[src/rtl/bcd_gray_stream.sv]
`default_nettype none
// ============================================================================
// Module   : bcd_gray_stream
// Brief    : Valid/ready word converter, BCD<->Gray, one digit per enabled cycle
// Revision : 1.0
// ============================================================================
module bcd_gray_stream #(
  parameter int DIGITS = 4
) (
  input  logic                  clk,
  input  logic                  rst,
  input  logic                  en,
  input  logic                  mode,
  input  logic                  in_valid,
  output logic                  in_ready,
  input  logic [4*DIGITS-1:0]   in_data,
  output logic                  out_valid,
  input  logic                  out_ready,
  output logic [4*DIGITS-1:0]   out_data,
  output logic [DIGITS-1:0]     out_err,
  output logic                  busy
);

  localparam int c_IDX_W = (DIGITS > 1) ? $clog2(DIGITS) : 1;
  localparam logic [c_IDX_W-1:0] c_LAST = c_IDX_W'(DIGITS - 1);

  typedef enum logic [1:0] {
    S_IDLE = 2'd0,
    S_CONV = 2'd1,
    S_HOLD = 2'd2
  } state_t;

  state_t               r_state;
  state_t               w_state_nxt;
  logic [4*DIGITS-1:0]  r_src;
  logic                 r_mode;
  logic [c_IDX_W-1:0]   r_idx;
  logic [3:0]           w_src_digit;
  logic [4:0]           w_conv;
  logic                 w_accept;
  logic                 w_step;
  logic                 w_last;

  // Result packing for both tables: {err, digit}
  function automatic logic [4:0] f_bcd2gray(input logic [3:0] d);
    case (d)
      4'h0:    f_bcd2gray = {1'b0, 4'h0};
      4'h1:    f_bcd2gray = {1'b0, 4'h1};
      4'h2:    f_bcd2gray = {1'b0, 4'h3};
      4'h3:    f_bcd2gray = {1'b0, 4'h2};
      4'h4:    f_bcd2gray = {1'b0, 4'h6};
      4'h5:    f_bcd2gray = {1'b0, 4'h7};
      4'h6:    f_bcd2gray = {1'b0, 4'h5};
      4'h7:    f_bcd2gray = {1'b0, 4'h4};
      4'h8:    f_bcd2gray = {1'b0, 4'hC};
      4'h9:    f_bcd2gray = {1'b0, 4'hD};
      default: f_bcd2gray = {1'b1, 4'h0};
    endcase
  endfunction

  function automatic logic [4:0] f_gray2bcd(input logic [3:0] g);
    case (g)
      4'h0:    f_gray2bcd = {1'b0, 4'h0};
      4'h1:    f_gray2bcd = {1'b0, 4'h1};
      4'h3:    f_gray2bcd = {1'b0, 4'h2};
      4'h2:    f_gray2bcd = {1'b0, 4'h3};
      4'h6:    f_gray2bcd = {1'b0, 4'h4};
      4'h7:    f_gray2bcd = {1'b0, 4'h5};
      4'h5:    f_gray2bcd = {1'b0, 4'h6};
      4'h4:    f_gray2bcd = {1'b0, 4'h7};
      4'hC:    f_gray2bcd = {1'b0, 4'h8};
      4'hD:    f_gray2bcd = {1'b0, 4'h9};
      default: f_gray2bcd = {1'b1, 4'h0};
    endcase
  endfunction

  always_comb begin
    w_src_digit = r_src[4*int'(r_idx) +: 4];
    w_conv      = r_mode ? f_gray2bcd(w_src_digit) : f_bcd2gray(w_src_digit);
    w_accept    = in_valid && (r_state == S_IDLE);
    w_step      = en && (r_state == S_CONV);
    w_last      = w_step && (r_idx == c_LAST);
  end

  always_ff @(posedge clk) begin
    if (rst) begin
      r_state <= S_IDLE;
    end else begin
      r_state <= w_state_nxt;
    end
  end

  always_comb begin
    w_state_nxt = r_state;
    in_ready    = 1'b0;
    out_valid   = 1'b0;
    busy        = 1'b1;
    case (r_state)
      S_IDLE: begin
        in_ready = 1'b1;
        busy     = 1'b0;
        if (in_valid) w_state_nxt = S_CONV;
      end
      S_CONV: begin
        if (w_last) w_state_nxt = S_HOLD;
      end
      S_HOLD: begin
        out_valid = 1'b1;
        if (out_ready) w_state_nxt = S_IDLE;
      end
      default: begin
        w_state_nxt = S_IDLE;
      end
    endcase
  end

  // Source word and mode are captured at accept so later input changes are ignored
  always_ff @(posedge clk) begin
    if (rst) begin
      r_src    <= '0;
      r_mode   <= 1'b0;
      r_idx    <= '0;
      out_data <= '0;
      out_err  <= '0;
    end else if (w_accept) begin
      r_src    <= in_data;
      r_mode   <= mode;
      r_idx    <= '0;
      out_data <= '0;
      out_err  <= '0;
    end else if (w_step) begin
      out_data[4*int'(r_idx) +: 4] <= w_conv[3:0];
      out_err[r_idx]               <= w_conv[4];
      if (w_last) begin
        r_idx <= '0;
      end else begin
        r_idx <= r_idx + 1'b1;
      end
    end
  end

endmodule
`default_nettype wire

[config.mk]
export PLATFORM = sky130hd
export DESIGN_NAME = bcd_gray_stream
export DESIGN_NICKNAME = d
export VERILOG_FILES = /design/src/rtl/bcd_gray_stream.sv
export SDC_FILE = /design/constraint.sdc
export NUM_CORES = 1
export LEC_CHECK = 0
export ABC_AREA = 1
export BUFFER_PORTS_ARGS = -buffer_cell sky130_fd_sc_hd__buf_4
export CORE_MARGIN = 5
export CORE_UTILIZATION = 45
export DETAILED_ROUTE_END_ITERATION = 10
export GPL_TIMING_DRIVEN = 1
export HOLD_SLACK_MARGIN = 0.08
export PLACE_DENSITY = 0.67
export SLEW_MARGIN = 20
export SYNTH_ARGS = -nofsm -noshare
export SYNTH_HDL_FRONTEND = slang
export SYNTH_SLANG_ARGS = --single-unit
export TNS_END_PERCENT = 5
[constraint.sdc]
create_clock -name clk -period 3.3 [get_ports clk]
set_input_delay 0.33 -clock clk [delete_from_list [all_inputs] [get_ports clk]]
set_output_delay 0.33 -clock clk [all_outputs]
set_load 0.005 [all_outputs]
==> results.py <==
metrics = {
    "run_status": {
        "outcome": "finished, final reports clean",
    },
    "die": {
        "die_w_um": 75.4,
        "initial_core_util": 0.474,
        "row_count": 23,
        "io_pins": 45,
        "dieArea_um2": 5680,
        "coreArea_um2": 4060,
        "die_h_um": 75.4,
    },
    "yosys": {
        "yosys_warnings": 0,
        "synth_nets": 289,
        "synth.avg_cell_area_um2": 7.48,
        "synth_area_leader_cell": "dfxtp_1",
        "ys_types": 28,
        "ys_seq_elements": 41,
        "ys_top_cells_by_area": "dfxtp_1 (43%), nor2_1 (10%), nand2_1 (8.8%), ha_1 (6.5%), o21ai_0 (5.2%)",
        "synth_area_um2": 1920,
        "synth_seq_area_share": 0.427,
        "syn_inst": 257,
        "yosysTopAreaCellShare": 0.427,
    },
    "setup_path": {
        "start_kind": "flip-flop",
        "cpMostUsedCell": "nand2_1",
        "cp_data_required_time_ns": 3.52,
        "cp_num_buf_inv": 3,
        "critPathArrivalTime_ns": 2.63,
        "cp.depth": 13,
        "critPathMaxStageDelay_ns": 0.68,
        "cp_slowest_cell": "dfxtp_1",
        "crit_chain": "inv_2, nand2_1, nand3_1, nand2_1, ha_1, inv_1, nor2_1, inv_1, a21oi_2, nand2_1, nor2_1, nand2_1, a21oi_1",
        "crit_family": "simple AND/OR/NAND/NOR gates",
        "cp-end-kind": "flip-flop",
        "critPathKind": "reg2reg",
        "cp_max_fo": 16,
        "reg2reg_depth": 13,
    },
    "power_and_ir_drop": {
        "power_mw": 1.17,
        "ir_drop_mv": 0.324,
        "cellLeakagePower_nw": 1.06,
        "power_per_cell_area_nw_per_um2": 485,
    },
    "sta": {
        "maxSlewHeadroom": 0.626,
        "period_minus_slack_ns": 2.41,
        "clock.fmax_mhz": 415,
        "rsz0062_at_grt": "false",
        "setup_viol": 0,
        "fin_tns_setup_ns": 0,
        "hold_viol": 0,
        "clock_skew_ns": 0.00611,
        "tightest_slew_ns": 0.561,
        "period_share": 0.729,
        "drv_slew": 0,
        "setup_ws_ns": 0.893,
    },
    "final_layout": {
        "drive_above_1_share": 0.239,
        "diodes": 0,
        "final_nets": 332,
        "area_delta_synth_final_pct": 24.9,
        "layout_commonest_cell": "nor2_1",
        "layout_common_cells": "nor2_1 (53), nand2_1 (45), buf_4 (44)",
    },
    "detailed_routing": {
        "vias": 1731,
        "first_iter_violations": 99,
        "antenna_left": 0,
        "vias_per_cell": 4.93,
        "drtPass1Iterations": 4,
        "wirelength_um": 4260,
        "route.detailed.drc": 0,
        "wl_per_cell_um": 12.1,
    },
    "global_routing": {
        "grt_max_degree": 21,
        "grt-ovfl-total": 0,
        "antenna_found_initial": 0,
        "grt_pass1_vias": 1587,
        "grt_pass1_wl_um": 7160,
        "grt_usage": 0.163,
    },
    "clocking": {
        "cts_inserted_buffers": 5,
        "root_buffer": "clkbuf_8",
        "clock-sinks": 41,
        "clk_pin_slew_ns": 0.08,
        "cts_resized": 0,
        "clk_latency_ns": 0.29,
        "cts_buffer_depth": 2,
        "cts_post_setup_buffers_inserted": 0,
        "h-tree-depth": 2,
        "ctsHoldBuffers": 0,
        "tritoncts": "done",
    },
    "flow_run": {
        "max-cap-violations": 0,
    },
    "worst_hold_path": {
        "worstHoldPathCells": 2,
        "hold_class": "in2reg",
    },
    "place": {
        "hpwl_um": 3210,
        "io_buffers": 44,
        "globalplace.congestion": 0.895,
        "pre_cts_slack_ns": 0.905,
    },
}
per-layer routing:
layer	GRT usage	share of wire	up-vias
li1	-	-	919
met1	0.230	0.51	769
met2	0.241	0.42	37
met3	0.0475	0.049	6
met4	0.0524	0.013	0
met5	0	0	-
synthesized netlist by cell type:
cell type and instances:
nor2_1 53, nand2_1 45, dfxtp_1 41, o21ai_0 20, a21oi_1 19, inv_1 15
nand3_1 14, ha_1 10, inv_2 5, clkbuf_1 4, nand2_2 4, nand4_1 3
nor2_2 3, a21oi_2 2, a22oi_1 2, a32o_1 2, buf_2 2, buf_6 2
nand2_4 2, a211oi_1 1, nand3_4 1, nor2_4 1, nor3_1 1, nor4_2 1
o211a_1 1, o21ai_1 1, o21ai_2 1, o22ai_1 1
cells by family (layout without fill, tap and decap cells):
group | after synthesis | after routing | share of synthesized area
buf+inv | 28 | 72 | 0.0638
flops | 41 | 41 | 0.427
fa+ha+maj | 10 | 10 | 0.0651
simple gates | 128 | 128 | 0.296
compound gates | 50 | 50 | 0.148
final timing paths:
kind | start | endpoint | slack, ns
setup reg to reg | r_idx[0] | out_data[7] | 0.89
hold reg to reg | out_data[10] | out_data[10] | 0.47
setup / recovery | r_idx[0] | out_data[7] | 0.89
hold / removal | rst | r_state[0] | 0.21
power breakdown:
group          leakage, nW  switching [mW]  internal [mW]
Combinational        0.656          0.0958         0.0618
Sequential           0.335          0.0161          0.515
Clock               0.0681           0.176          0.301
worst reg2reg max path: stages, from the launching register on:
cell and delay, ns:
dfxtp_1 0.68, inv_2 0.27, nand2_1 0.12, nand3_1 0.13, nand2_1 0.20, ha_1 0.17, inv_1 0.04, nor2_1 0.07
inv_1 0.07, a21oi_2 0.17, nand2_1 0.07, nor2_1 0.16, nand2_1 0.08, a21oi_1 0.12
registers in the layout, summed over array words and instances (netlist names):
| register | flops |
|---|---|
| out_data | 16 |
| r_src | 16 |
| out_err | 4 |
| r_idx | 2 |
| r_state | 2 |
| r_mode | 1 |
metrics by stage:
step                      cells  hold WS [ns]  instance area (µm²)  utilization
after floorplan             257         0.399                 1920            -
after global placement      343         0.455                 2270        0.559
after detailed placement    343         0.459                 2270        0.559
after CTS                   351         0.208                 2400        0.592
after global routing        351         0.214                 2400        0.592
final                       351         0.211                 2400        0.592
layout make-up:
class,instances,area [µm²]
inverters,20,75.1
multi-input cells,188,980
clock buffers,5,68.8
fillers,399,1660
flip-flops and latches,41,821
well taps,50,62.6
repair buffers,44,330
clock inverters,3,65.1
Note: power is estimated with default switching activity, not from simulation.
